## config.mk

```make
export PLATFORM = sky130hd
export DESIGN_NAME = fetch_unit
export DESIGN_NICKNAME = d
export VERILOG_FILES = /design/src/rtl/fetch_unit.sv
export SDC_FILE = /design/constraint.sdc
export NUM_CORES = 1
export LEC_CHECK = 0
export ABC_CLOCK_PERIOD_IN_PS = 6000
export BUFFER_PORTS_ARGS = -buffer_cell sky130_fd_sc_hd__buf_2
export CAP_MARGIN = 20
export CORE_MARGIN = 8
export CORE_UTILIZATION = 48
export DETAILED_ROUTE_END_ITERATION = 8
export PLACE_DENSITY = 0.79
export REMOVE_ABC_BUFFERS = 1
export SLEW_MARGIN = 5
export SYNTH_ARGS = -nofsm -noshare
export SYNTH_HDL_FRONTEND = slang
export SYNTH_SLANG_ARGS = --single-unit
export TNS_END_PERCENT = 1
```

## constraint.sdc

```tcl
create_clock -name clk -period 6 [get_ports clk]
set_input_delay 0.3 -clock clk [delete_from_list [all_inputs] [get_ports clk]]
set_output_delay 0.3 -clock clk [all_outputs]
set_load 0.03 [all_outputs]
```

## src/rtl/fetch_unit.sv

```systemverilog
// Instruction-fetch front end: owns the PC, sequences ibus requests and feeds
// the F/D register through a 2-entry output buffer that absorbs downstream stalls.
package fetch_pkg;
   typedef struct packed {
      logic        valid;
      logic [63:0] addr;
   } ibus_req_t;

   typedef struct packed {
      logic        addr_ok;
      logic        data_ok;
      logic [31:0] data;
   } ibus_resp_t;

   typedef struct packed {
      logic [31:0] raw_instr;
      logic [63:0] pc;
      logic        stall;
   } fetch_data_t;
endpackage

module fetch_unit
   import fetch_pkg::*;
#(
   parameter logic [63:0] PC_RESET  = 64'h0000_0000_8000_0000,
   parameter int unsigned BUF_DEPTH = 2
) (
   input  logic         clk,
   input  logic         reset,
   output ibus_req_t    ireq,
   input  ibus_resp_t   iresp,
   input  logic         stall,
   input  logic         redirect_valid,
   input  logic [63:0]  redirect_pc,
   output fetch_data_t  dataF,
   output logic         busy
);

   typedef enum logic [1:0] {IDLE, BUSY, BUSY_DISCARD} state_e;

   state_e      state_q, state_d;
   logic [63:0] pc_q, pc_d;
   logic [63:0] req_addr_q, req_addr_d;
   logic [1:0]  count_q, count_d;
   logic        head_q, head_d;
   logic [31:0] buf_instr_q [BUF_DEPTH];
   logic [63:0] buf_pc_q    [BUF_DEPTH];

   logic        pop, push, outstanding, issue_ok, wr_idx;
   logic [2:0]  occupancy;
   logic        unused_addr_ok;

   // Request holds its address until data_ok, so the address handshake is not needed.
   assign unused_addr_ok = iresp.addr_ok;

   assign outstanding = (state_q != IDLE);
   assign pop         = (count_q != 2'd0) && !stall;
   // A slot is reserved at issue, so occupancy counts the in-flight request too.
   assign occupancy   = {1'b0, count_q} - {2'b00, pop} + {2'b00, outstanding};
   assign issue_ok    = occupancy < 3'(BUF_DEPTH);
   assign wr_idx      = head_q ^ count_q[0];

   always_comb begin
      state_d    = state_q;
      pc_d       = pc_q;
      req_addr_d = req_addr_q;
      count_d    = count_q;
      head_d     = head_q;
      push       = 1'b0;

      if (pop) begin
         head_d  = ~head_q;
         count_d = count_q - 2'd1;
      end

      unique case (state_q)
         IDLE: begin
            if (issue_ok && !redirect_valid) begin
               state_d    = BUSY;
               req_addr_d = pc_q;
            end
         end
         BUSY: begin
            if (iresp.data_ok) begin
               if (redirect_valid) begin
                  state_d = IDLE;
               end else begin
                  push = 1'b1;
                  pc_d = req_addr_q + 64'd4;
                  if (issue_ok) req_addr_d = req_addr_q + 64'd4;
                  else          state_d    = IDLE;
               end
            end else if (redirect_valid) begin
               state_d = BUSY_DISCARD;
            end
         end
         BUSY_DISCARD: begin
            if (iresp.data_ok) state_d = IDLE;
         end
         default: state_d = IDLE;
      endcase

      if (push) count_d = count_d + 2'd1;

      if (redirect_valid) begin
         count_d = '0;
         pc_d    = {redirect_pc[63:2], 2'b00};
      end
   end

   always_ff @(posedge clk) begin
      if (reset) begin
         state_q    <= IDLE;
         pc_q       <= PC_RESET;
         req_addr_q <= '0;
         count_q    <= '0;
         head_q     <= 1'b0;
      end else begin
         state_q    <= state_d;
         pc_q       <= pc_d;
         req_addr_q <= req_addr_d;
         count_q    <= count_d;
         head_q     <= head_d;
      end
   end

   always_ff @(posedge clk) begin
      if (push) begin
         buf_instr_q[wr_idx] <= iresp.data;
         buf_pc_q[wr_idx]    <= req_addr_q;
      end
   end

   always_comb begin
      dataF = '{raw_instr: '0, pc: '0, stall: 1'b1};
      if (count_q != 2'd0) begin
         dataF = '{raw_instr: buf_instr_q[head_q], pc: buf_pc_q[head_q], stall: 1'b0};
      end
   end

   assign ireq.valid = outstanding;
   assign ireq.addr  = req_addr_q;
   assign busy       = outstanding;

endmodule

```

== Word level (Yosys, flattened, before mapping) ==
Memory sizes are Yosys's and may differ from the RTL's. A register that Yosys moved wholly into a read port is not among the register bits.
Cells that the tools add are included.
Operators by class
  reduce and logical (&&, ||, !) cells: 15
  mux-type cells: 27
  $add $sub $neg: 5
  equality and inequality tests: 9
  bitwise logic cells: 2
  order comparisons: 1
Operators with widths (count)
  64-bit two-way mux: 7
  64-bit case mux with 2 select lines: 1
  97-bit two-way mux: 1
  64-bit by 3-bit adder with 64-bit output (second input constant): 1
  2-bit two-way mux: 8
  2-bit inequality test (second input constant): 5
  2-bit nonzero test: 5
  1-bit two-way mux: 9
  3-bit inequality test (second input constant): 2
  2-bit case mux with 3 select lines: 1
  5-bit AND reduction: 1
  2-bit AND reduction: 2
  4-bit AND reduction: 1
  3-bit by 1-bit adder with 3-bit output: 1
  3-bit by 2-bit less-than comparator with 1-bit output (second input constant): 1
  2-bit by 1-bit subtractor with 3-bit output: 1
  2-bit by 1-bit adder with 2-bit output (second input constant): 1
  2-bit by 1-bit == test with 1-bit output (second input constant): 1
  2-bit == test (second input constant): 1
  1-bit logical AND: 2
  1-bit logical NOT: 2
  2-bit logical NOT: 1
  2-bit OR reduction: 1
  2-bit by 1-bit subtractor with 2-bit output (second input constant): 1
  2 further kinds: 2
Word-level totals
  flip-flop bits (word level): 133
  output and inout bits: 163
  word-level logic and storage cells: 67
  memories: 2
  memory bits (writable): 192
  input port bits: 102
Memories
  buf_pc_q: words 2, bits a word 64, read ports 1, clocked after Yosys merged registers in 1, wr ports 1, line 47  | logic [63:0] buf_pc_q [BUF_DEPTH];
  buf_instr_q: words 2, bits a word 32, read ports 1, clocked after Yosys merged registers in 1, wr ports 1, line 46  | logic [31:0] buf_instr_q [BUF_DEPTH];

== Longest topological paths before layout ==
  depth after elaboration: 9
  gate-level depth with buffers: 15
  gate-level depth less buffers: 12

== Worst setup path before layout ==
No wires, ideal clock.
  path kind: register -> register
  start: register state_q[1]
  end: memory buf_instr_q[1][0] (enable)
  data required time: 5449 ps
  stages on the path, launching flop included: 4
  library setup time: 551 ps
  arrival time: 4880 ps
  period minus slack after synthesis: 5431 ps
  setup slack: 569 ps
  buffers on the path: 0
  cells stage by stage: dfxtp_1 nand3b_1 or2_2 nor2_1
Between the ends
  cells in the longest elaborated chain, start to end: 4
Ends and longest elaborated chain
  start, declared: line 41  | state_e state_q, state_d;
  start signal, assigned: line 119  | state_q <= state_d;
  2-bit by 1-bit == test with 1-bit output: line 76  | unique case (state_q)
  1-bit two-way mux: line 76
  1-bit two-way mux: line 128  | if (push) begin
  1-bit two-way mux (implied by the code): line 129  | buf_instr_q[wr_idx] <= iresp.data;
  end, declared: line 46
No other way between the ends.

== Worst setup path in the final report ==
  start: register count_q[0]
  end: register req_addr_q[41]
Between the ends
  cells in the longest elaborated chain, start to end: 8
  elaborated cells between the ends (all ways): 9
  those cells by class: add/sub: 2; order compare: 1; eq/ne: 2; reduce/logical: 4
Ends and longest elaborated chain
  start, declared: line 44  | logic [1:0] count_q, count_d;
  start signal, assigned: line 122  | count_q <= count_d;
  2-bit nonzero test: line 57  | assign pop = (count_q != 2'd0) && !stall;
  1-bit logical AND: line 57
  2-bit by 1-bit subtractor with 3-bit output (*): line 59  | assign occupancy = {1'b0, count_q} - {2'b00, pop} + {2'b00, outstanding};
  3-bit by 1-bit adder with 3-bit output (*): line 59
  3-bit by 2-bit less-than comparator with 1-bit output (*): line 60  | assign issue_ok = occupancy < 3'(BUF_DEPTH);
  1-bit logical AND: line 78  | if (issue_ok && !redirect_valid) begin
  2-bit inequality test (no source line)
  5-bit AND reduction (no source line) (*)
  end signal, assigned: line 121  | req_addr_q <= req_addr_d;
  end, declared: line 43  | logic [63:0] req_addr_q, req_addr_d;
Mark *: on every way between the ends. The rest lies on a longest branch, timed or not.
A chain may end at the register's enable or synchronous reset.

==> flow_summary.html <==
<table>
<tr><th>Metric</th><th>Value</th></tr>
<tr><th colspan="2">Logic synthesis</th></tr>
<tr><td>Number of warnings issued by yosys</td><td>0</td></tr>
<tr><td>Number of enable-type register cells in the synthesized netlist</td><td>between 150 and 200</td></tr>
<tr><td>Mean cell area of the mapped netlist</td><td>roughly 10 µm²</td></tr>
<tr><td>Flops &amp; latches, synth</td><td>roughly 330</td></tr>
<tr><td>Yosys cell types</td><td>66</td></tr>
<tr><td>Post-synthesis instance area</td><td>0.0150 mm²</td></tr>
<tr><td>Primary flip-flop cell chosen by synthesis mapping</td><td>sky130_fd_sc_hd__edfxtp_1</td></tr>
<tr><td>Asr flop ratio synth</td><td>0%</td></tr>
<tr><td>Sequential-to-total area share from yosys stat</td><td>between 50% and 60%</td></tr>
<tr><td>Synth Instances</td><td>between 1k and 1.5k</td></tr>
<tr><th colspan="2">Floorplanning</th></tr>
<tr><td>Total die area</td><td>between 0.03 and 0.04 mm²</td></tr>
<tr><td>Std-Cell Rows</td><td>65</td></tr>
<tr><td>Top Ports</td><td>265</td></tr>
<tr><td>Width of the die</td><td>193 µm</td></tr>
<tr><td>Die H</td><td>around 190 µm</td></tr>
<tr><td>Placeable Area</td><td>roughly 0.031 mm²</td></tr>
<tr><td>Initial core utilization</td><td>between 40 and 50%</td></tr>
<tr><th colspan="2">Power and ir drop</th></tr>
<tr><td>Comb pwr share</td><td>under 10%</td></tr>
<tr><td>Internal power component</td><td>about 4000 µW</td></tr>
<tr><td>Leak Pwr</td><td>between 0.006 and 0.007 µW</td></tr>
<tr><td>Fraction of power consumed by sequential logic</td><td>~48%</td></tr>
<tr><td>Switch Pwr</td><td>1270 µW</td></tr>
<tr><td>Clock power share</td><td>43.5%</td></tr>
<tr><td>Net switching share of the total power</td><td>roughly 24%</td></tr>
<tr><td>VDD IR max</td><td>slightly below 300 µV</td></tr>
<tr><td>Power Density</td><td>~290 mW/mm²</td></tr>
<tr><th colspan="2">Route</th></tr>
<tr><td>Routed length per instance</td><td>20.2 µm</td></tr>
<tr><td>Wire length reported by the detailed router</td><td>approximately 43,000 µm</td></tr>
<tr><td>Number of design-rule violations left by the first detailed-router iteration</td><td>about 1.1k</td></tr>
<tr><td>Drt via density</td><td>5.86</td></tr>
<tr><td>Number of detailed-route iterations in the first pass</td><td>5</td></tr>
<tr><td>Remaining routing DRC violations</td><td>0</td></tr>
<tr><td>Post-route antenna net violation count</td><td>0</td></tr>
<tr><td>Vias after detailed routing</td><td>12.6k</td></tr>
<tr><th colspan="2">Layout</th></tr>
<tr><td>Share of layout cells above drive strength 1</td><td>21.1%</td></tr>
<tr><td>Area overhead of the layout relative to synthesis</td><td>21.9%</td></tr>
<tr><td>Cell area after layout</td><td>0.0183 mm²</td></tr>
<tr><td>Net count reported at finish</td><td>about 1.8k</td></tr>
<tr><th colspan="2">Worst hold path</th></tr>
<tr><td>Min-delay worst type</td><td>primary input to register</td></tr>
<tr><th colspan="2">Worst setup path</th></tr>
<tr><td>CP max FO</td><td>52</td></tr>
<tr><td>Required @ worst endpoint</td><td>between 6 and 7 ns</td></tr>
<tr><td>Critical path arrival</td><td>4.94 ns</td></tr>
<tr><td>Type of origin of the critical path</td><td>register</td></tr>
<tr><td>Crit Path Class</td><td>register to register</td></tr>
<tr><td>Nature of the critical path endpoint</td><td>register</td></tr>
<tr><th colspan="2">CTS</th></tr>
<tr><td>Setup Buffers After CTS</td><td>0</td></tr>
<tr><td>Number of buffers added by the clock tree synthesis step</td><td>37</td></tr>
<tr><td>Total number of H-tree levels</td><td>2</td></tr>
<tr><td>Library cell used as clock root buffer</td><td>sky130_fd_sc_hd__clkbuf_16</td></tr>
<tr><td>Worst-skew pair later-pin latency</td><td>approximately 0.52 ns</td></tr>
<tr><td>Number of gates given a new drive strength after cts</td><td>0</td></tr>
<tr><td>Total clock sinks</td><td>about 330</td></tr>
<tr><td>Maximum count of clock buffers along a single path</td><td>3</td></tr>
<tr><td>Cts-stage hold buffer count</td><td>52</td></tr>
<tr><td>CTS clock-pin slew for the worst setup and hold paths</td><td>0.06 ns</td></tr>
<tr><td>Clock tree from TritonCTS</td><td>built</td></tr>
<tr><th colspan="2">STA</th></tr>
<tr><td>Worst rel slew slack</td><td>between 30% and 40%</td></tr>
<tr><td>Clock period minus final worst setup slack</td><td>approximately 4.5 ns</td></tr>
<tr><td>Total count of hold-check failures in the final report</td><td>0</td></tr>
<tr><td>Final Setup Violations</td><td>0</td></tr>
<tr><td>Post-Route Skew</td><td>around 0.017 ns</td></tr>
<tr><td>Summed negative setup slack over all endpoints</td><td>0 ns</td></tr>
<tr><td>Tightest Pin Transition</td><td>around 1.0 ns</td></tr>
<tr><td>Highest attainable clock frequency</td><td>approximately 220 MHz</td></tr>
<tr><td>Share of the cycle needed by the critical path after routing</td><td>74.8%</td></tr>
<tr><td>Unrepaired setup endpoints after global routing</td><td>no</td></tr>
<tr><td>Pins over their slew limit</td><td>0</td></tr>
<tr><th colspan="2">Place</th></tr>
<tr><td>Post-DP HPWL</td><td>between 20,000 and 30,000 µm</td></tr>
<tr><td>Instance area after placement</td><td>between 0.015 and 0.02 mm²</td></tr>
<tr><td># port buffers</td><td>261</td></tr>
<tr><td>Weighted congestion reported at the end of routability-driven placement</td><td>0.934</td></tr>
<tr><th colspan="2">GRT</th></tr>
<tr><td>GRT Util Overall</td><td>about 23%</td></tr>
<tr><td>GR met1 Demand/Resource</td><td>a little under a third</td></tr>
<tr><td>Number of global-route vias before repair</td><td>between 10k and 15k</td></tr>
<tr><td>Global routing's busiest layer</td><td>met2</td></tr>
<tr><td>Met3 usage in global routing</td><td>3.62%</td></tr>
<tr><td>Pin count of the biggest net entering global routing</td><td>slightly above 100</td></tr>
<tr><td>Global routing met2 resource utilization</td><td>a little under two fifths</td></tr>
<tr><td>Grt total ovfl</td><td>0</td></tr>
<tr><td>First-pass GRT wire length</td><td>~67,000 µm</td></tr>
<tr><td>Number of antenna violations at the first check in global routing</td><td>5</td></tr>
<tr><th colspan="2">Run status</th></tr>
<tr><td>Outcome</td><td>complete, no violations</td></tr>
<tr><th colspan="2">Run</th></tr>
<tr><td>Maximum Capacitance Violations</td><td>0</td></tr>
</table>
==> routing by layer <==
metal | up-vias | routed length [µm]
met5 | - | 13
met4 | 2 | 1240
met3 | 96 | 3590
met2 | 603 | 20300
met1 | 6019 | 18200
li1 | 5863 | -
==> synth_stat cells (all sizes together) (13+ instances only) <==
| library cell | number | area, µm² |
|---|---|---|
| a22o | 26 | 228 |
| mux2i | 101 | 1010 |
| nor2 | 225 | 845 |
| nand2 | 122 | 460 |
| nand3 | 26 | 130 |
| or3 | 13 | 86.3 |
| a21oi | 64 | 320 |
| xnor2 | 34 | 298 |
| edfxtp | 192 | 5770 |
| o31ai | 16 | 120 |
| a211oi | 13 | 97.6 |
| nand4 | 41 | 269 |
| inv | 14 | 52.6 |
| xor2 | 24 | 210 |
| buf | 22 | 104 |
| o21ai | 99 | 495 |
| a22oi | 22 | 165 |
| clkbuf | 100 | 377 |
| nor4 | 24 | 178 |
| dfxtp | 134 | 2680 |
| nor3 | 25 | 130 |
==> final cells by class <==
| cell class | instances | area (µm²) |
|---|---|---|
| diodes | 5 | 12.5 |
| multi-input cells | 1002 | 6120 |
| inverters | 14 | 52.6 |
| fillers | 2616 | 12900 |
| clock buffers | 55 | 1110 |
| well taps | 402 | 503 |
| repair buffers | 330 | 1950 |
| clock inverters | 13 | 130 |
| flip-flops and latches | 326 | 8450 |
==> power groups by stage <==
stage / Combinational, µW / Sequential, µW / Clock (µW)
4_1_cts: 455 / 2510 / 2310
3_3_place_gp: 413 / 2550 / 0
2_1_floorplan: 234 / 2570 / 0
3_5_place_dp: 424 / 2550 / 0
5_1_grt: 498 / 2520 / 2420
6_report: 458 / 2510 / 2280
==> cells by family after synthesis <==
group	Yosys count	share of synthesized area, %
XOR/XNOR	58	3.38
buffers and inverters	136	3.54
AND/OR/NAND/NOR	539	17.1
flip-flops	326	56.1
AO/OA/AOI/OAI	301	12.9
multiplexers	101	6.72
adder cells (fa/ha/maj)	3	0.299
==> final timing paths <==
path / end / slack (ns) / startpoint / cells past startpoint
min reg2reg: pc_q[1] / 0.46 / pc_q[1] / 2
max: req_addr_q[41] / 1.51 / count_q[0] / 12
max reg2reg: req_addr_q[41] / 1.51 / count_q[0] / 12
min: pc_q[24] / 0.008 / redirect_pc[24] / 2
==> worst max-delay path, cell delays in order, from the launching register on <==
cell and delay, ns:
sky130_fd_sc_hd__dfxtp_1 0.35, sky130_fd_sc_hd__inv_1 0.15, sky130_fd_sc_hd__ha_4 0.56, sky130_fd_sc_hd__nor2_1 0.25, sky130_fd_sc_hd__xnor2_1 0.32, sky130_fd_sc_hd__nand2_1 0.11, sky130_fd_sc_hd__fa_1 0.39, sky130_fd_sc_hd__xnor2_1 0.15
sky130_fd_sc_hd__nand3b_1 0.27, sky130_fd_sc_hd__or3_1 0.73, sky130_fd_sc_hd__buf_4 0.37, sky130_fd_sc_hd__nor2_1 0.54, sky130_fd_sc_hd__a32o_1 0.23
==> registers in the layout, summed over array words and instances, names as in the netlist, named ones only <==
register,count
buf_instr_q,64
buf_pc_q,128
count_q,2
head_q,1
pc_q,64
req_addr_q,64
state_q,2
==> cell usage in the layout (no fill, tap or decap), drive strengths merged, types with 5 or more instances in the layout <==
cell         synthesis  final
nand3               26     26
dfxtp              134    134
o221ai               8      8
nor4b                8      8
o31ai               16     16
xnor2               34     34
buf                 22    278
inv                 14     18
a21oi               64     64
or4                 10     10
or2                  8      8
diode                0      5
edfxtp             192    192
nand2              122    122
clkbuf             100     55
a21o                 5      5
mux2i              101    101
xor2                24     24
clkinv               0      6
dlygate4sd3          0     52
nand4               41     41
nor3                25     25
nor4                24     24
a22o                26     26
a32o                 8      8
nor2               225    225
a22oi               22     22
or3                 13     13
and3                 7      7
o21ai               99     99
and2                 6      6
a32oi                8      8
a31oi               12     12
a211oi              13     13
and4                12     12
==> per-stage QoR <==
| step | total power (µW) | util (%) | setup slack, ns | hold slack, ns | cells |
|---|---|---|---|---|---|
| 2_1_floorplan | 2800 | - | -2.83 | 0.369 | 1342 |
| 3_3_place_gp | 2960 | 53.0 | 1.76 | 0.439 | 2022 |
| 3_5_place_dp | 2980 | 53.0 | 1.55 | 0.452 | 2022 |
| 4_1_cts | 5280 | 58.7 | 1.54 | 0.000680 | 2142 |
| 5_1_grt | 5430 | 58.7 | 1.25 | 0.0118 | 2146 |
| 6_report | 5250 | 58.7 | 1.51 | 0.00782 | 2147 |
Power figures use the tool's default switching activity.
